### config.mk
export PLATFORM = sky130hd
export DESIGN_NAME = alu_seq_ctrl
export DESIGN_NICKNAME = d
export VERILOG_FILES = /design/src/rtl/alu_seq_pkg.sv /design/src/rtl/alu_seq_ctrl.sv
export SDC_FILE = /design/constraint.sdc
export NUM_CORES = 1
export LEC_CHECK = 0
export CAP_MARGIN = 0
export CELL_PAD_IN_SITES_DETAIL_PLACEMENT = 0
export CELL_PAD_IN_SITES_GLOBAL_PLACEMENT = 1
export CORE_MARGIN = 2
export CORE_UTILIZATION = 39
export DETAILED_ROUTE_END_ITERATION = 10
export HOLD_SLACK_MARGIN = 0.02
export PLACE_DENSITY_LB_ADDON = 0.1
export RECOVER_POWER = 25
export SLEW_MARGIN = 0
export SYNTH_ARGS = -nofsm -noshare
export SYNTH_HDL_FRONTEND = slang
export SYNTH_SLANG_ARGS = --single-unit
### constraint.sdc
create_clock -name clk -period 4.2 [get_ports clk]
set_clock_uncertainty 0.2 [all_clocks]
set_input_delay 0.84 -clock clk [delete_from_list [all_inputs] [get_ports clk]]
set_output_delay 0.84 -clock clk [all_outputs]
set_load 0.005 [all_outputs]
### src/rtl/alu_seq_pkg.sv
// Shared types and 8-bit ALU control encodings for the multi-byte ALU sequencer.
// Imported by alu_seq_ctrl and by anything that decodes its ALU drive.
package alu_seq_pkg;

    typedef enum logic [2:0] {
        OpAdd = 3'b000,
        OpSub = 3'b001,
        OpAnd = 3'b010,
        OpOr  = 3'b011,
        OpXor = 3'b100,
        OpNot = 3'b101,
        OpCnt = 3'b110,
        OpMov = 3'b111
    } seq_op_e;

    typedef enum logic [1:0] {
        StIdle = 2'b00,
        StRun  = 2'b01,
        StDone = 2'b10
    } seq_state_e;

    // ALU Type field
    localparam logic [1:0] TYPE_MATH   = 2'b00;
    localparam logic [1:0] TYPE_ASSIGN = 2'b10;
    localparam logic [1:0] TYPE_VALUE  = 2'b11;

    // ALU M_op field (math group)
    localparam logic [2:0] M_ADD = 3'b000;
    localparam logic [2:0] M_AND = 3'b010;
    localparam logic [2:0] M_OR  = 3'b011;
    localparam logic [2:0] M_XOR = 3'b100;
    localparam logic [2:0] M_NOT = 3'b111;

    // ALU A_op / V_op fields
    localparam logic [2:0] A_CNTR = 3'b001;
    localparam logic       V_MOV  = 1'b0;

    function automatic logic is_arith(seq_op_e op);
        return (op == OpAdd) || (op == OpSub);
    endfunction

endpackage

### src/rtl/alu_seq_ctrl.sv
// Multi-byte operation sequencer: drives an external 8-bit ALU one byte per cycle, LSB first,
// chaining carry between bytes and assembling the wide result.
module alu_seq_ctrl
    import alu_seq_pkg::*;
#(
    parameter int unsigned NBYTES = 2
) (
    input  logic                  clk,
    input  logic                  rst_n,
    input  logic                  start_i,
    input  logic [2:0]            op_i,
    input  logic [8*NBYTES-1:0]   a_i,
    input  logic [8*NBYTES-1:0]   b_i,
    input  logic                  cin_i,
    output logic                  busy_o,
    output logic                  done_o,
    output logic [8*NBYTES-1:0]   result_o,
    output logic                  carry_o,
    output logic                  zero_o,
    output logic [1:0]            alu_type_o,
    output logic [2:0]            alu_mop_o,
    output logic [1:0]            alu_cop_o,
    output logic [2:0]            alu_aop_o,
    output logic                  alu_vop_o,
    output logic [7:0]            alu_ina_o,
    output logic [7:0]            alu_inb_o,
    output logic                  alu_sci_o,
    input  logic [7:0]            alu_rslt_i,
    input  logic                  alu_sco_i
);

    localparam int unsigned W    = 8 * NBYTES;
    localparam int unsigned IdxW = $clog2(NBYTES + 1);
    localparam int unsigned CntW = $clog2(W + 1);

    seq_state_e          state_q, state_d;
    logic [IdxW-1:0]     idx_q, idx_d;
    seq_op_e             op_q, op_d;
    logic [W-1:0]        a_q, a_d;
    logic [W-1:0]        b_q, b_d;
    logic                cin_q, cin_d;
    logic                chain_q, chain_d;
    logic [CntW-1:0]     cnt_q, cnt_d;
    logic [W-1:0]        result_q, result_d;
    logic                carry_q, carry_d;
    logic                zero_q, zero_d;

    logic                accept;
    logic                first_byte;
    logic                last_byte;
    logic [7:0]          a_byte;
    logic [7:0]          b_byte;
    logic [CntW-1:0]     cnt_sum;
    logic [W-1:0]        res_next;

    assign accept     = start_i && (state_q != StRun);
    assign first_byte = (idx_q == '0);
    assign last_byte  = (idx_q == IdxW'(NBYTES - 1));

    always_comb begin
        a_byte = '0;
        b_byte = '0;
        for (int i = 0; i < NBYTES; i++) begin
            if (idx_q == IdxW'(i)) begin
                a_byte = a_q[i*8 +: 8];
                b_byte = b_q[i*8 +: 8];
            end
        end
    end

    // ALU drive is purely a function of the registered state; idle pattern yields rslt = 0.
    always_comb begin
        alu_type_o = TYPE_VALUE;
        alu_mop_o  = '0;
        alu_cop_o  = 2'b00;
        alu_aop_o  = '0;
        alu_vop_o  = V_MOV;
        alu_ina_o  = '0;
        alu_inb_o  = '0;
        alu_sci_o  = 1'b0;
        if (state_q == StRun) begin
            alu_ina_o = a_byte;
            alu_inb_o = b_byte;
            unique case (op_q)
                OpAdd: begin
                    alu_type_o = TYPE_MATH;
                    alu_mop_o  = M_ADD;
                    alu_sci_o  = first_byte ? cin_q : chain_q;
                end
                OpSub: begin
                    alu_type_o = TYPE_MATH;
                    alu_mop_o  = M_ADD;
                    alu_inb_o  = ~b_byte;
                    alu_sci_o  = first_byte ? 1'b1 : chain_q;
                end
                OpAnd: begin
                    alu_type_o = TYPE_MATH;
                    alu_mop_o  = M_AND;
                end
                OpOr: begin
                    alu_type_o = TYPE_MATH;
                    alu_mop_o  = M_OR;
                end
                OpXor: begin
                    alu_type_o = TYPE_MATH;
                    alu_mop_o  = M_XOR;
                end
                OpNot: begin
                    alu_type_o = TYPE_MATH;
                    alu_mop_o  = M_NOT;
                end
                OpCnt: begin
                    alu_type_o = TYPE_ASSIGN;
                    alu_aop_o  = A_CNTR;
                end
                OpMov: begin
                    alu_type_o = TYPE_VALUE;
                    alu_vop_o  = V_MOV;
                end
            endcase
        end
    end

    // Result as it will stand after this cycle's byte is captured.
    always_comb begin
        cnt_sum  = cnt_q + CntW'(alu_rslt_i);
        res_next = result_q;
        for (int i = 0; i < NBYTES; i++) begin
            if (idx_q == IdxW'(i)) begin
                res_next[i*8 +: 8] = alu_rslt_i;
            end
        end
        if (op_q == OpCnt) begin
            res_next = W'(cnt_sum);
        end
    end

    always_comb begin
        state_d  = state_q;
        idx_d    = idx_q;
        op_d     = op_q;
        a_d      = a_q;
        b_d      = b_q;
        cin_d    = cin_q;
        chain_d  = chain_q;
        cnt_d    = cnt_q;
        result_d = result_q;
        carry_d  = carry_q;
        zero_d   = zero_q;

        unique case (state_q)
            StIdle: begin
                if (accept) begin
                    state_d = StRun;
                end
            end
            StRun: begin
                chain_d = alu_sco_i;
                cnt_d   = cnt_sum;
                if (op_q != OpCnt) begin
                    result_d = res_next;
                end
                if (last_byte) begin
                    state_d  = StDone;
                    idx_d    = '0;
                    result_d = res_next;
                    carry_d  = is_arith(op_q) ? alu_sco_i : 1'b0;
                    zero_d   = (res_next == '0);
                end else begin
                    idx_d = idx_q + 1'b1;
                end
            end
            StDone: begin
                state_d = accept ? StRun : StIdle;
            end
            default: begin
                state_d = StIdle;
            end
        endcase

        if (accept) begin
            idx_d   = '0;
            op_d    = seq_op_e'(op_i);
            a_d     = a_i;
            b_d     = b_i;
            cin_d   = cin_i;
            chain_d = 1'b0;
            cnt_d   = '0;
        end
    end

    always_ff @(posedge clk or negedge rst_n) begin
        if (!rst_n) begin
            state_q  <= StIdle;
            idx_q    <= '0;
            op_q     <= OpAdd;
            a_q      <= '0;
            b_q      <= '0;
            cin_q    <= 1'b0;
            chain_q  <= 1'b0;
            cnt_q    <= '0;
            result_q <= '0;
            carry_q  <= 1'b0;
            zero_q   <= 1'b1;
        end else begin
            state_q  <= state_d;
            idx_q    <= idx_d;
            op_q     <= op_d;
            a_q      <= a_d;
            b_q      <= b_d;
            cin_q    <= cin_d;
            chain_q  <= chain_d;
            cnt_q    <= cnt_d;
            result_q <= result_d;
            carry_q  <= carry_d;
            zero_q   <= zero_d;
        end
    end

    assign busy_o   = (state_q == StRun);
    assign done_o   = (state_q == StDone);
    assign result_o = result_q;
    assign carry_o  = carry_q;
    assign zero_o   = zero_q;

endmodule

==> flow_metrics.tcl, run 1 <==
set metrics [dict create \
    preCtsSetupSlack_ns 1.110 \
    overflow 0 \
    max_cap_violations 1 \
    status "complete, but fails checks" \
    cts_tree "built" \
    violations "capacitance limit, slew limit" \
    synthFlopType "dfrtp_1" \
    seq_area_frac_synth 0.4874 \
    synth_cells 314 \
    routed_via_density 5.189 \
    path_buf_inv 1 \
    synth.most_common_cell "dfrtp_1" \
    clockBufferDepth 2 \
    drt-initial-drc-count 105 \
    setup_violations 0 \
    core_area_sq_um 8175 \
    cts_buffers 9 \
    ant_nets 0 \
    tns_ns 0 \
    rsz0062_at_grt "false" \
    synth_seq_cells 64 \
    fmax_ghz 0.3021 \
    met1_length_mm 3.620 \
    slew-limit-headroom -0.4490 \
    hpwl_mm 5.743 \
    hold_buffers 0 \
    die-area_sq_um 9181 \
    detail_route.wl_per_cell_um 15.64 \
    final_hold_viol_count 0 \
    crit_required_ns 3.16 \
    antenna_found_initial 1 \
    end_kind "output pin" \
    fin_crit_sh 0.7882 \
    fin_crit_ns 3.311 \
    grt_usage 0.1872 \
    synthTopCellsByArea "dfrtp_1, mux2_1, mux2i_1" \
    syn_avg_cell_area_sq_um 10.47 \
    tightest_slew_ns 2.174 \
    yosys_warnings 0 \
    clk_pin_slew_ns 0.07 \
    yosysTopAreaCell "dfrtp_1" \
    vias 2636 \
    grt_pass1_wl_mm 13.03 \
    grt_start_max_net_pins 41 \
    cp_top_family "simple AND/OR/NAND/NOR gates" \
    cts-root-buf "clkbuf_8" \
    layout-drive-gt1-share 0.06203 \
    drc_errors 0 \
    synth_cell_type_count 44 \
    cts.sinks 64 \
    fill_cells 751 \
    cts_setup_buffers 0 \
    path_max_fanout 10 \
    utilization 0.5458 \
    num_rows 33 \
    ioPinCount 96 \
    portBuffers 90 \
    grt_pass1_vias 2572 \
    yosysTopAreaCellShare 0.4795 \
    insertion_delay_ns 0.33 \
    drt_pass1_iterations 4 \
    cpMaxStageDelayCell "clkdlybuf4s50_1" \
    cts_max_level 3 \
    wl_met2_mm 3.728 \
    wl_met3_um 487 \
    start_util 0.4022 \
    slew_viol_final 41 \
    yosys-top-cells-count "dfrtp_1, nor2_1, mux2_1" \
    p_leak_nw 1.880 \
    die_w_um 95.82 \
    fin_area_sq_um 4462 \
    nets 451 \
    cts_resized 0 \
    crit_type "register to output pin" \
    crit_chain "nor2_1, and2_1, xnor2_1, nor2_1, clkdlybuf4s50_1" \
    fin_ws_ns 0.8894 \
    route.final.wire_length_mm 7.947 \
    hold_class "register to register" \
    synth_edf_count 0 \
    die_h_um 95.82 \
    n_antenna_cell 0 \
    synth-async-reset-ratio 1.000 \
    netlist_area_sq_um 3288 \
    place_area_sq_um 4219 \
    crit_top_cell "nor2_1" \
    gp_congestion 0.9020 \
    power_density_nw_per_um2 771.0 \
    max_stage_delay_ns 0.52 \
    vdd_ir_drop_max_mv 0.3781 \
    worstPathArrival_ns 2.27 \
    critPathLaunchType "register" \
    syn_to_final_growth_pct 35.69 \
    top_layer "met5" \
]
[cells in the final DEF (no fill, tap or decap), drive strengths merged, types with 5 or more instances in the layout]
| master | instances |
|---|---|
| a21oi | 12 |
| a22o | 9 |
| clkbuf | 10 |
| clkdlybuf4s50 | 87 |
| conb | 5 |
| dfrtp | 63 |
| mux2 | 37 |
| mux2i | 16 |
| nand2 | 31 |
| nand2b | 6 |
| nand3 | 10 |
| nor2 | 38 |
| o21ai | 14 |
| xnor2 | 10 |
[path summary, 6_finish.rpt]
check | cells after the start | slack (ns) | startpoint | end
worst max register to register | 4 | 1.31 | idx_q[0]$_DFFE_PN0P_ | result_o[10]$_DFFE_PN0P_
max in group asynchronous | 2 | 1.56 | rst_n | b_q[3]$_DFFE_PN0P_
worst max-delay path | 5 | 0.89 | op_q[2]$_DFFE_PN0P_ | alu_inb_o[7]
min in group asynchronous | 1 | 0.93 | rst_n | state_q[1]$_DFFE_PN0P_
worst min register to register | 2 | 0.29 | zero_o$_DFFE_PN1P_ | zero_o$_DFFE_PN1P_
worst min-delay path | 2 | 0.29 | zero_o$_DFFE_PN1P_ | zero_o$_DFFE_PN1P_
[layer usage]
metal	track usage	vias to the layer above
li1	-	1250
met1	0.2545	1295
met2	0.2908	78
met3	0.05012	11
met4	0.06071	2
met5	0	-
[stage by stage]
| stage | hold slack (ns) | total power [mW] | instances |
|---|---|---|---|
| 2_1_floorplan | 0.2513 | 2.112 | 318 |
| 3_3_place_gp | 0.2643 | 2.809 | 492 |
| 3_5_place_dp | 0.2660 | 2.833 | 492 |
| 4_1_cts | 0.2799 | 3.494 | 508 |
| 5_1_grt | 0.2878 | 3.740 | 508 |
| 6_report | 0.2881 | 3.440 | 508 |
[cells by family (layout without fill, tap and decap cells)]
group	count (synthesis)	after routing	synth area share
AO/OA/AOI/OAI	50	50	0.1001
multiplexers	53	53	0.1754
adder cells (fa/ha/maj)	5	5	0.02131
buffers and inverters	28	113	0.04642
XOR/XNOR	11	11	0.02930
AND/OR/NAND/NOR	102	102	0.1389
other	1	5	0.001140
flip-flops	64	64	0.4874
[final cells by class]
cell class / instances / area [sq um] / area share
inverters: 3 / 11.26 / 0.002524
repair buffers: 94 / 924.6 / 0.2072
clock inverters: 7 / 120.1 / 0.02692
flip-flops and latches: 64 / 1603 / 0.3592
clock buffers: 9 / 123.9 / 0.02776
well taps: 105 / 131.4 / 0.02944
multi-input cells: 226 / 1548 / 0.3469
[worst min-delay path, delay by kind of cell (launching register included)]
family,cells,cell delay (ns)
flip-flops,1,0.38
AND/OR/NAND/NOR,1,0.05
AO/OA/AOI/OAI,1,0.06
[flip-flops by register name, indices dropped and copies added (netlist names)]
signal,cells
cin_q,1
op_q,3
carry_o,1
idx_q,2
cnt_q,5
state_q,2
result_o,16
zero_o,1
a_q,16
chain_q,1
b_q,16
[power breakdown]
part	switching [mW]	total, mW	internal (mW)
Combinational	0.744	1.65	0.907
Clock	0.254	0.649	0.395
Sequential	0.227	1.14	0.914
(Power assumes the default switching activity.)
==> inputs of run 2 (changes only) <==
- CORE_UTILIZATION: 39 -> 36
- clock period: 4.2 -> 3.1 ns (I/O delays scaled with it)
==> run 2 against run 1 <==
Against the previous run: non-clock buffer count up 5; total power up 35%; the flow now finishes without violations; worst hold slack worse by 0.020 ns; critical path depth down 1; core utilization down 3.6 points; first-iteration DRC count down 39%; clock power up 19%; sequential share of layout area down 0.22 points; highest routed layer is now met4; sequential cell count unchanged; final area up 0.70%.
==> flow_metrics.tcl, run 2 (synthesis results as in run 1) <==
set metrics [dict create \
    status "finished, final reports clean" \
    fmax_ghz 0.3485 \
    rr_endpoint "result_o[13]$_DFFE_PN0P_" \
    hold_start "zero_o$_DFFE_PN1P_" \
    insertion_delay_ns 0.33 \
    n_antenna_cell 0 \
    route.final.wire_length_mm 7.955 \
    rsz0062_at_grt "false" \
    start_util 0.3734 \
    hpwl_mm 5.838 \
    max_cap_violations 0 \
    final_hold_viol_count 0 \
    gp_congestion 0.8449 \
    grt_usage 0.1660 \
    ff_latch_area_sq_um 1604 \
    slew_viol_final 0 \
    end_kind "output pin" \
    cts_buffers 9 \
    drt-initial-drc-count 64 \
    layout-drive-gt1-share 0.08088 \
    critPathLaunchType "register" \
    rrSetupSlack_ns 0.73 \
    whs_endpoint "zero_o$_DFFE_PN1P_" \
    ant_nets 0 \
    r2r_cells 5 \
    portBuffers 90 \
    min_path_cells 2 \
    nets 456 \
    grt_pass1_vias 2603 \
    drc_errors 0 \
    die_w_um 99.57 \
    tightest_slew_ns 1.402 \
    antenna_found_initial 0 \
    grt_start_max_net_pins 40 \
    r2r_start "idx_q[0]$_DFFE_PN0P_" \
    cts-root-buf "clkbuf_8" \
    cts_setup_buffers 0 \
    final_common_cell "clkdlybuf4s50_1" \
    vias 2626 \
    slew-limit-headroom 0.06515 \
    p_leak_nw 1.893 \
    crit_type "register to output pin" \
    cts_tree "built" \
    setup_violations 0 \
    cpMaxStageDelayCell "dfrtp_1" \
    vdd_ir_drop_max_mv 0.5635 \
    hold_buffers 0 \
    tns_ns 0 \
    max_stage_delay_ns 0.66 \
    die-area_sq_um 9914 \
    crit_chain "or2_1, nand2_1, a21oi_1, clkdlybuf4s50_1" \
    layout_common_cells "clkdlybuf4s50_1, dfrtp_1, nor2_1" \
    placed_cells 500 \
    fin_crit_ns 2.870 \
    power_density_nw_per_um2 1032 \
    worstPathArrival_ns 2.05 \
    clk_pin_slew_ns 0.08 \
    fin_crit_sh 0.9257 \
    path_max_fanout 14 \
    drt_pass1_iterations 6 \
    final_cells 516 \
    fill_cells 830 \
    ioPinCount 96 \
    syn_to_final_growth_pct 36.64 \
    die_h_um 99.57 \
    hold_class "register to register" \
    overflow 0 \
    crit_required_ns 2.28 \
    cts_max_level 3 \
    core_area_sq_um 8806 \
    clockBufferDepth 2 \
    routed_via_density 5.089 \
    multiInputGateArea_sq_um 1558 \
    num_rows 34 \
    detail_route.wl_per_cell_um 15.42 \
    cts.sinks 64 \
    grt_pass1_wl_mm 12.87 \
]
-- run 2: cell types whose count changed in the layout (fill, tap and decap cells not counted), moves of 2 or more --
cell | previous run | this run
clkdlybuf4s50_1 | 87 | 89
clkbuf_1 | 1 | 3
dlygate4sd3_1 | 2 | 0
buf_4 | 4 | 7
-- run 2: worst max-delay path by stage --
stage | startpoint | end | cells past startpoint
after floorplan | alu_rslt_i[0] | cnt_q[4]$_DFFE_PN0P_ | 7
after global placement | alu_rslt_i[0] | cnt_q[4]$_DFFE_PN0P_ | 8
after detailed placement | alu_rslt_i[0] | cnt_q[4]$_DFFE_PN0P_ | 8
after CTS | idx_q[0]$_DFFE_PN0P_ | alu_sci_o | 4
after global routing | rst_n | idx_q[0]$_DFFE_PN0P_ | 2
final | idx_q[1]$_DFFE_PN0P_ | alu_sci_o | 4
-- run 2: layer usage --
| layer | vias up | wire length, um | GRT usage |
|---|---|---|---|
| met4 | 0 | 64 | 0.04426 |
| met5 | - | 0 | 0 |
| li1 | 1264 | - | - |
| met1 | 1277 | 3502 | 0.2022 |
| met2 | 80 | 3826 | 0.2723 |
| met3 | 5 | 562 | 0.06887 |
-- run 2: cell type report --
class | count | area share
sequential | 64 | 0.3570
multi-input combinational | 226 | 0.3467
timing repair buffer | 99 | 0.2164
tap | 108 | 0.03008
clock buffer | 11 | 0.02924
clock inverter | 5 | 0.01810
inverter | 3 | 0.002506
-- run 2: power breakdown --
group | internal [mW] | total [mW] | switching [mW] | leakage (nW)
Clock | 0.453 | 0.775 | 0.321 | 0.104
Sequential | 1.24 | 1.55 | 0.308 | 0.765
Combinational | 1.29 | 2.31 | 1.03 | 1.03
-- run 2: through the flow --
step / area, sq um / worst slack [ns] / hold slack [ns] / util / total power [mW]
floorplan: 3303 / 0.9350 / 0.1244 / - / 2.861
global placement: 4288 / 0.2962 / 0.2610 / 0.4869 / 3.881
detailed placement: 4288 / 0.2767 / 0.2585 / 0.4869 / 3.891
CTS: 4502 / 0.02993 / 0.1011 / 0.5112 / 4.702
global route: 4493 / 0.06506 / 0.3043 / 0.5102 / 4.992
finish: 4493 / 0.2303 / 0.2683 / 0.5102 / 4.636
-- run 2: timing repair --
| action | CTS | global route |
|---|---|---|
| pin swaps | 0 | 0 |
| endpoints found under the setup margin | 2 | 9 |
| gates resized for setup | 1 | 4 |
-- run 2: worst max-delay path: cells and delay by family (launching register included) --
kind,cells,cell delay [ns]
flops,1,0.66
buf+inv,1,0.53
simple gates,2,0.40
compound gates,1,0.14
